===== config.mk =====
export PLATFORM = sky130hd
export DESIGN_NAME = pipe_ctrl
export DESIGN_NICKNAME = d
export VERILOG_FILES = /design/src/rtl/pipe_pkg.sv /design/src/rtl/fwd_unit.sv /design/src/rtl/pipe_ctrl.sv
export SDC_FILE = /design/constraint.sdc
export NUM_CORES = 1
export LEC_CHECK = 0
export ABC_AREA = 1
export BUFFER_PORTS_ARGS = -buffer_cell sky130_fd_sc_hd__buf_4
export CAP_MARGIN = 20
export CORE_MARGIN = 5
export CORE_UTILIZATION = 49
export CTS_BUF_LIST = sky130_fd_sc_hd__clkbuf_2 sky130_fd_sc_hd__clkbuf_4 sky130_fd_sc_hd__clkbuf_8
export CTS_CLUSTER_DIAMETER = 60
export DETAILED_ROUTE_END_ITERATION = 8
export GPL_TIMING_DRIVEN = 0
export HOLD_SLACK_MARGIN = 0.06
export PLACE_DENSITY = 0.82
export SLEW_MARGIN = 20
export SYNTH_ARGS = -nofsm -noshare
export SYNTH_HDL_FRONTEND = slang
export SYNTH_SLANG_ARGS = --single-unit

===== constraint.sdc =====
create_clock -name clk -period 1.92 [get_ports clk]
set_clock_uncertainty 0.15 [all_clocks]
set_input_delay 0.096 -clock clk [delete_from_list [all_inputs] [get_ports clk]]
set_output_delay 0.096 -clock clk [all_outputs]
set_load 0.005 [all_outputs]

===== src/rtl/pipe_pkg.sv =====
// Shared encodings and control bundle type for the MIPS control pipeline.
package pipe_pkg;

    localparam logic [5:0] OP_RTYPE = 6'b000000;
    localparam logic [5:0] OP_LW    = 6'b100011;
    localparam logic [5:0] OP_SW    = 6'b101011;
    localparam logic [5:0] OP_BEQ   = 6'b000100;
    localparam logic [5:0] OP_ANDI  = 6'b001100;
    localparam logic [5:0] OP_J     = 6'b000010;

    localparam logic [1:0] PC_PLUS4  = 2'b00;
    localparam logic [1:0] PC_BRANCH = 2'b01;
    localparam logic [1:0] PC_JUMP   = 2'b10;

    localparam logic [1:0] FWD_RF  = 2'b00;
    localparam logic [1:0] FWD_MEM = 2'b10;
    localparam logic [1:0] FWD_WB  = 2'b01;

    // Jump is resolved in ID, so it is not part of the carried bundle.
    typedef struct packed {
        logic       regdst;
        logic       alusrc;
        logic       memtoreg;
        logic       regwrite;
        logic       memread;
        logic       memwrite;
        logic       branch;
        logic [1:0] aluop;
    } ctrl_t;

endpackage


===== src/rtl/fwd_unit.sv =====
// EX operand source select: EX/MEM result beats MEM/WB result; r0 never forwards.
module fwd_unit
    import pipe_pkg::*;
#(
    parameter int RA_W = 5
) (
    input  logic [RA_W-1:0] src,
    input  logic            mem_regwrite,
    input  logic [RA_W-1:0] mem_dst,
    input  logic            wb_regwrite,
    input  logic [RA_W-1:0] wb_dst,
    output logic [1:0]      fwd
);

    always_comb begin
        fwd = FWD_RF;
        if (mem_regwrite && (|mem_dst) && (mem_dst == src)) begin
            fwd = FWD_MEM;
        end else if (wb_regwrite && (|wb_dst) && (wb_dst == src)) begin
            fwd = FWD_WB;
        end
    end

endmodule


===== src/rtl/pipe_ctrl.sv =====
// Control pipeline ID->EX->MEM->WB with load-use stall, branch/jump flush
// and EX operand forwarding select.
module pipe_ctrl
    import pipe_pkg::*;
#(
    parameter int RA_W = 5
) (
    input  logic            clk,
    input  logic            rst_n,
    input  logic            id_valid,
    input  logic            id_regdst,
    input  logic            id_alusrc,
    input  logic            id_memtoreg,
    input  logic            id_regwrite,
    input  logic            id_memread,
    input  logic            id_memwrite,
    input  logic            id_branch,
    input  logic            id_jump,
    input  logic [1:0]      id_aluop,
    input  logic [RA_W-1:0] id_rs,
    input  logic [RA_W-1:0] id_rt,
    input  logic [RA_W-1:0] id_rd,
    input  logic            ex_zero,
    output logic            stall,
    output logic            flush_ifid,
    output logic [1:0]      pc_sel,
    output logic            ex_regdst,
    output logic            ex_alusrc,
    output logic            ex_memtoreg,
    output logic            ex_regwrite,
    output logic            ex_memread,
    output logic            ex_memwrite,
    output logic            ex_branch,
    output logic [1:0]      ex_aluop,
    output logic [RA_W-1:0] ex_rs,
    output logic [RA_W-1:0] ex_rt,
    output logic [RA_W-1:0] ex_dst,
    output logic            mem_memtoreg,
    output logic            mem_regwrite,
    output logic            mem_memread,
    output logic            mem_memwrite,
    output logic [RA_W-1:0] mem_dst,
    output logic            wb_memtoreg,
    output logic            wb_regwrite,
    output logic [RA_W-1:0] wb_dst,
    output logic [1:0]      fwd_a,
    output logic [1:0]      fwd_b
);

    ctrl_t           id_ctrl;
    ctrl_t           ctrl_p0;
    logic [RA_W-1:0] rs_p0, rt_p0, dst_p0;
    logic            memtoreg_p1, regwrite_p1, memread_p1, memwrite_p1;
    logic [RA_W-1:0] dst_p1;
    logic            memtoreg_p2, regwrite_p2;
    logic [RA_W-1:0] dst_p2;

    logic branch_taken, jump_taken, uses_rt, load_use, bubble;

    always_comb begin
        id_ctrl          = '0;
        id_ctrl.regdst   = id_regdst;
        id_ctrl.alusrc   = id_alusrc;
        id_ctrl.memtoreg = id_memtoreg;
        id_ctrl.regwrite = id_regwrite & ~id_jump;
        id_ctrl.memread  = id_memread;
        id_ctrl.memwrite = id_memwrite;
        id_ctrl.branch   = id_branch;
        id_ctrl.aluop    = id_aluop;
    end

    // Priority: taken branch in EX over load-use stall over jump in ID.
    assign branch_taken = ctrl_p0.branch & ex_zero;
    assign uses_rt      = ~(id_alusrc & ~id_memwrite);
    assign load_use     = id_valid & ctrl_p0.memread & (|dst_p0) &
                          ((dst_p0 == id_rs) | (uses_rt & (dst_p0 == id_rt)));
    assign stall        = load_use & ~branch_taken;
    assign jump_taken   = id_valid & id_jump & ~stall & ~branch_taken;
    assign flush_ifid   = branch_taken | jump_taken;
    assign bubble       = ~id_valid | stall | branch_taken;

    always_comb begin
        pc_sel = PC_PLUS4;
        if (branch_taken) begin
            pc_sel = PC_BRANCH;
        end else if (jump_taken) begin
            pc_sel = PC_JUMP;
        end
    end

    always_ff @(posedge clk or negedge rst_n) begin
        if (!rst_n) begin
            ctrl_p0     <= '0;
            rs_p0       <= '0;
            rt_p0       <= '0;
            dst_p0      <= '0;
            memtoreg_p1 <= 1'b0;
            regwrite_p1 <= 1'b0;
            memread_p1  <= 1'b0;
            memwrite_p1 <= 1'b0;
            dst_p1      <= '0;
            memtoreg_p2 <= 1'b0;
            regwrite_p2 <= 1'b0;
            dst_p2      <= '0;
        end else begin
            // ID -> EX
            if (bubble) begin
                ctrl_p0 <= '0;
                rs_p0   <= '0;
                rt_p0   <= '0;
                dst_p0  <= '0;
            end else begin
                ctrl_p0 <= id_ctrl;
                rs_p0   <= id_rs;
                rt_p0   <= id_rt;
                dst_p0  <= id_regdst ? id_rd : id_rt;
            end
            // EX -> MEM
            memtoreg_p1 <= ctrl_p0.memtoreg;
            regwrite_p1 <= ctrl_p0.regwrite;
            memread_p1  <= ctrl_p0.memread;
            memwrite_p1 <= ctrl_p0.memwrite;
            dst_p1      <= dst_p0;
            // MEM -> WB
            memtoreg_p2 <= memtoreg_p1;
            regwrite_p2 <= regwrite_p1;
            dst_p2      <= dst_p1;
        end
    end

    assign ex_regdst    = ctrl_p0.regdst;
    assign ex_alusrc    = ctrl_p0.alusrc;
    assign ex_memtoreg  = ctrl_p0.memtoreg;
    assign ex_regwrite  = ctrl_p0.regwrite;
    assign ex_memread   = ctrl_p0.memread;
    assign ex_memwrite  = ctrl_p0.memwrite;
    assign ex_branch    = ctrl_p0.branch;
    assign ex_aluop     = ctrl_p0.aluop;
    assign ex_rs        = rs_p0;
    assign ex_rt        = rt_p0;
    assign ex_dst       = dst_p0;
    assign mem_memtoreg = memtoreg_p1;
    assign mem_regwrite = regwrite_p1;
    assign mem_memread  = memread_p1;
    assign mem_memwrite = memwrite_p1;
    assign mem_dst      = dst_p1;
    assign wb_memtoreg  = memtoreg_p2;
    assign wb_regwrite  = regwrite_p2;
    assign wb_dst       = dst_p2;

    fwd_unit #(.RA_W(RA_W)) u_fwd_a (
        .src          (rs_p0),
        .mem_regwrite (regwrite_p1),
        .mem_dst      (dst_p1),
        .wb_regwrite  (regwrite_p2),
        .wb_dst       (dst_p2),
        .fwd          (fwd_a)
    );

    fwd_unit #(.RA_W(RA_W)) u_fwd_b (
        .src          (rt_p0),
        .mem_regwrite (regwrite_p1),
        .mem_dst      (dst_p1),
        .wb_regwrite  (regwrite_p2),
        .wb_dst       (dst_p2),
        .fwd          (fwd_b)
    );

endmodule


==> out/qor.yml <==
outcome: "completed"
cts_max_path_buffers: 2
p_sw_share_pct: 25.8
layout-drive-gt1-share_pct: 35.9
r2r-start: "ex_dst[4]$_DFF_PN0_"
synth_cell_types: 21
viasPerCell: 4.59
slew_headroom_pct: 66.9
core.rowCount: 22
portBuffers: 76
end_kind: "primary output"
p_leak_nw: 1.53
fin_hold_ws_ns: 0.0769
period_needed_ns: 1.85
core_area_sq_um: 3610
stdcell_count: 357
worst-setup-path-type: "in -> out"
final_nets: 338
ctsHtreeMaxLevel: 2
mostFrequentLayoutCell: "buf_4"
hold_start: "ex_zero"
wl_mm: 4.86
yosysTopAreaCellShare_pct: 55.8
antenna_found_initial: 0
rrSetupSlack_ns: 0.20
clk_pin_slew_ns: 0.06
worst-path-max-fanout: 4
synth_nets: 225
synthCells: 196
dieArea_sq_um: 4970
clk_latency_ns: 0.28
area_growth_pct: 56.6
drc_errors: 0
startpoint_type: "input port"
worstPathArrival_ns: 1.61
seq_area_frac_synth_pct: 55.8
min_to: "ex_rs[4]$_DFF_PN0_"
synth-seq-cells: 40
cp.required_ns: 1.67
antenna_cells: 0
fin_util_pct: 77.9
syn_area_sq_um: 1790
min_period_over_period_pct: 96.5
power.density_nw_per_um2: 659
cts_buffers: 5
ant_nets: 0
cts_num_sinks: 40
final_cell_mix: "buf_4 (79), nand2_1 (37), dfrtp_1 (36)"
tightest_slew_ns: 0.497
seq_power_share_pct: 51.2
synth.yosys.warnings: 0
rsz0062_at_grt: "true"
p_sw_uw: 476
min_path_cells: 6
drtPass1Iterations: 4
max_freq_mhz: 540
cts_tree: "yes"
drv_cap: 0
ios: 77
p_comb_share_pct: 21.0
root_buffer: "clkbuf_8"
grt_use_total_pct: 19.9
avgSynthCellArea_sq_um: 9.15
grt_pass1_wl_mm: 7.73
floorplan.initialDensity_pct: 49.7
ir_drop_uv: 531
synth_top_area_cell: "dfrtp_1"
fp.dieW_microns: 70.5
maxSlewViolCount: 0
vias: 1638
setup_violations: 0
drtIter0Drc: 60
die_h_microns: 70.5
hold_viol: 0
grt-ovfl-total: 0
intPower_mw: 1.37
grt_pass1_vias: 1719
yosys-top-cells-area: "dfrtp_1 (56%), nand2_1 (7.7%), xnor2_1 (7.3%)"
hpwl_mm: 3.30
r2r_cells: 11
p_clk_share_pct: 27.8
place_congestion: 0.880
hold_path_class: "in -> reg"
grt_max_degree: 41
r2r-end: "ex_dst[2]$_DFF_PN0_"
placed_cells: 320
avgRoutedWirePerCell_microns: 13.6
[layer usage]
metal / up-vias / track usage, % / wire (microns)
met5: - / 0 / 0
met4: 0 / 7.23 / 123
met3: 12 / 5.47 / 281
met2: 62 / 36.3 / 2570
met1: 754 / 21.8 / 1890
li1: 810 / - / -
[registers in the layout (all words and copies together) (netlist names), 2 cells and up]
name      cells
ex_dst        5
ex_rs         5
ex_rt         5
mem_dst       5
wb_dst        5
ex_aluop      2
[Yosys cell counts (all sizes together)]
cell type   n
nand2      39
nor3        4
inv        29
xnor2      15
dfrtp      40
nor2       45
nand4       4
nand3       2
a21oi       6
buf         3
xor2        6
clkbuf      1
o21ai       2
[what timing repair did]
| item | in CTS | in global routing |
|---|---|---|
| setup buffers | 0 | 2 |
| hold buffers | 27 | 1 |
| endpoints found under the hold margin | 63 | 1 |
| endpoints found under the setup margin | 0 | 2 |
| resized for setup | 0 | 7 |
[critical path, stage by stage]
cell and delay [ns]:
dlygate4sd3_1 0.56, buf_4 0.14, inv_1 0.09, nand2_1 0.06
nand2_1 0.06, nor2_1 0.05, nand3_1 0.08, nand2_1 0.07
nand2_2 0.10, nand2_4 0.08, nor2_1 0.10, buf_4 0.12
[cell type report]
cell class / instances / area, sq um
Multi-Input combinational cell: 123 / 643
Sequential cell: 40 / 1010
Buffer: 4 / 42.5
Timing Repair Buffer: 106 / 866
Fill cell: 264 / 798
Clock inverter: 1 / 5.00
Clock buffer: 6 / 76.3
Tap cell: 48 / 60.1
Inverter: 29 / 109
[logic make-up after synthesis]
group / after synthesis / synth area share, %
compound gates: 8 / 2.44
simple gates: 94 / 23.0
xor+xnor: 21 / 10.3
flops: 40 / 55.8
buf+inv: 33 / 8.44
[metrics by stage]
| step | total power, mW | TNS, ns | instance area, sq um | setup WS, ns |
|---|---|---|---|---|
| 2_1_floorplan | 1.10 | 0 | 1790 | 0.511 |
| 3_3_place_gp | 1.28 | 0 | 2420 | 0.338 |
| 3_5_place_dp | 1.29 | 0 | 2420 | 0.325 |
| 4_1_cts | 1.86 | 0 | 2780 | 0.0605 |
| 5_1_grt | 1.95 | -0.00337 | 2810 | -0.00169 |
| 6_report | 1.85 | 0 | 2810 | 0.0668 |
[power by group through the flow]
stage	logic, mW	registers [mW]	clock network, mW
finish	0.388	0.947	0.514
detailed placement	0.332	0.961	0
global route	0.426	0.954	0.571
floorplan	0.148	0.957	0
global placement	0.326	0.958	0
CTS	0.379	0.945	0.533
[how the worst max path moves through the flow]
stage / from / end / slack (ns) / cells after the start
after floorplan: ex_branch$_DFF_PN0_ / ex_dst[3]$_DFF_PN0_ / 0.51 / 9
after global placement: ex_dst[0]$_DFF_PN0_ / ex_rt[1]$_DFF_PN0_ / 0.34 / 10
after detailed placement: ex_dst[3]$_DFF_PN0_ / ex_dst[2]$_DFF_PN0_ / 0.33 / 10
after CTS: ex_dst[1]$_DFF_PN0_ / pc_sel[1] / 0.06 / 10
after global routing: id_rs[0] / pc_sel[1] / -0.002 / 12
final: id_rt[1] / pc_sel[1] / 0.07 / 12
Power figures use the tool's default switching activity.
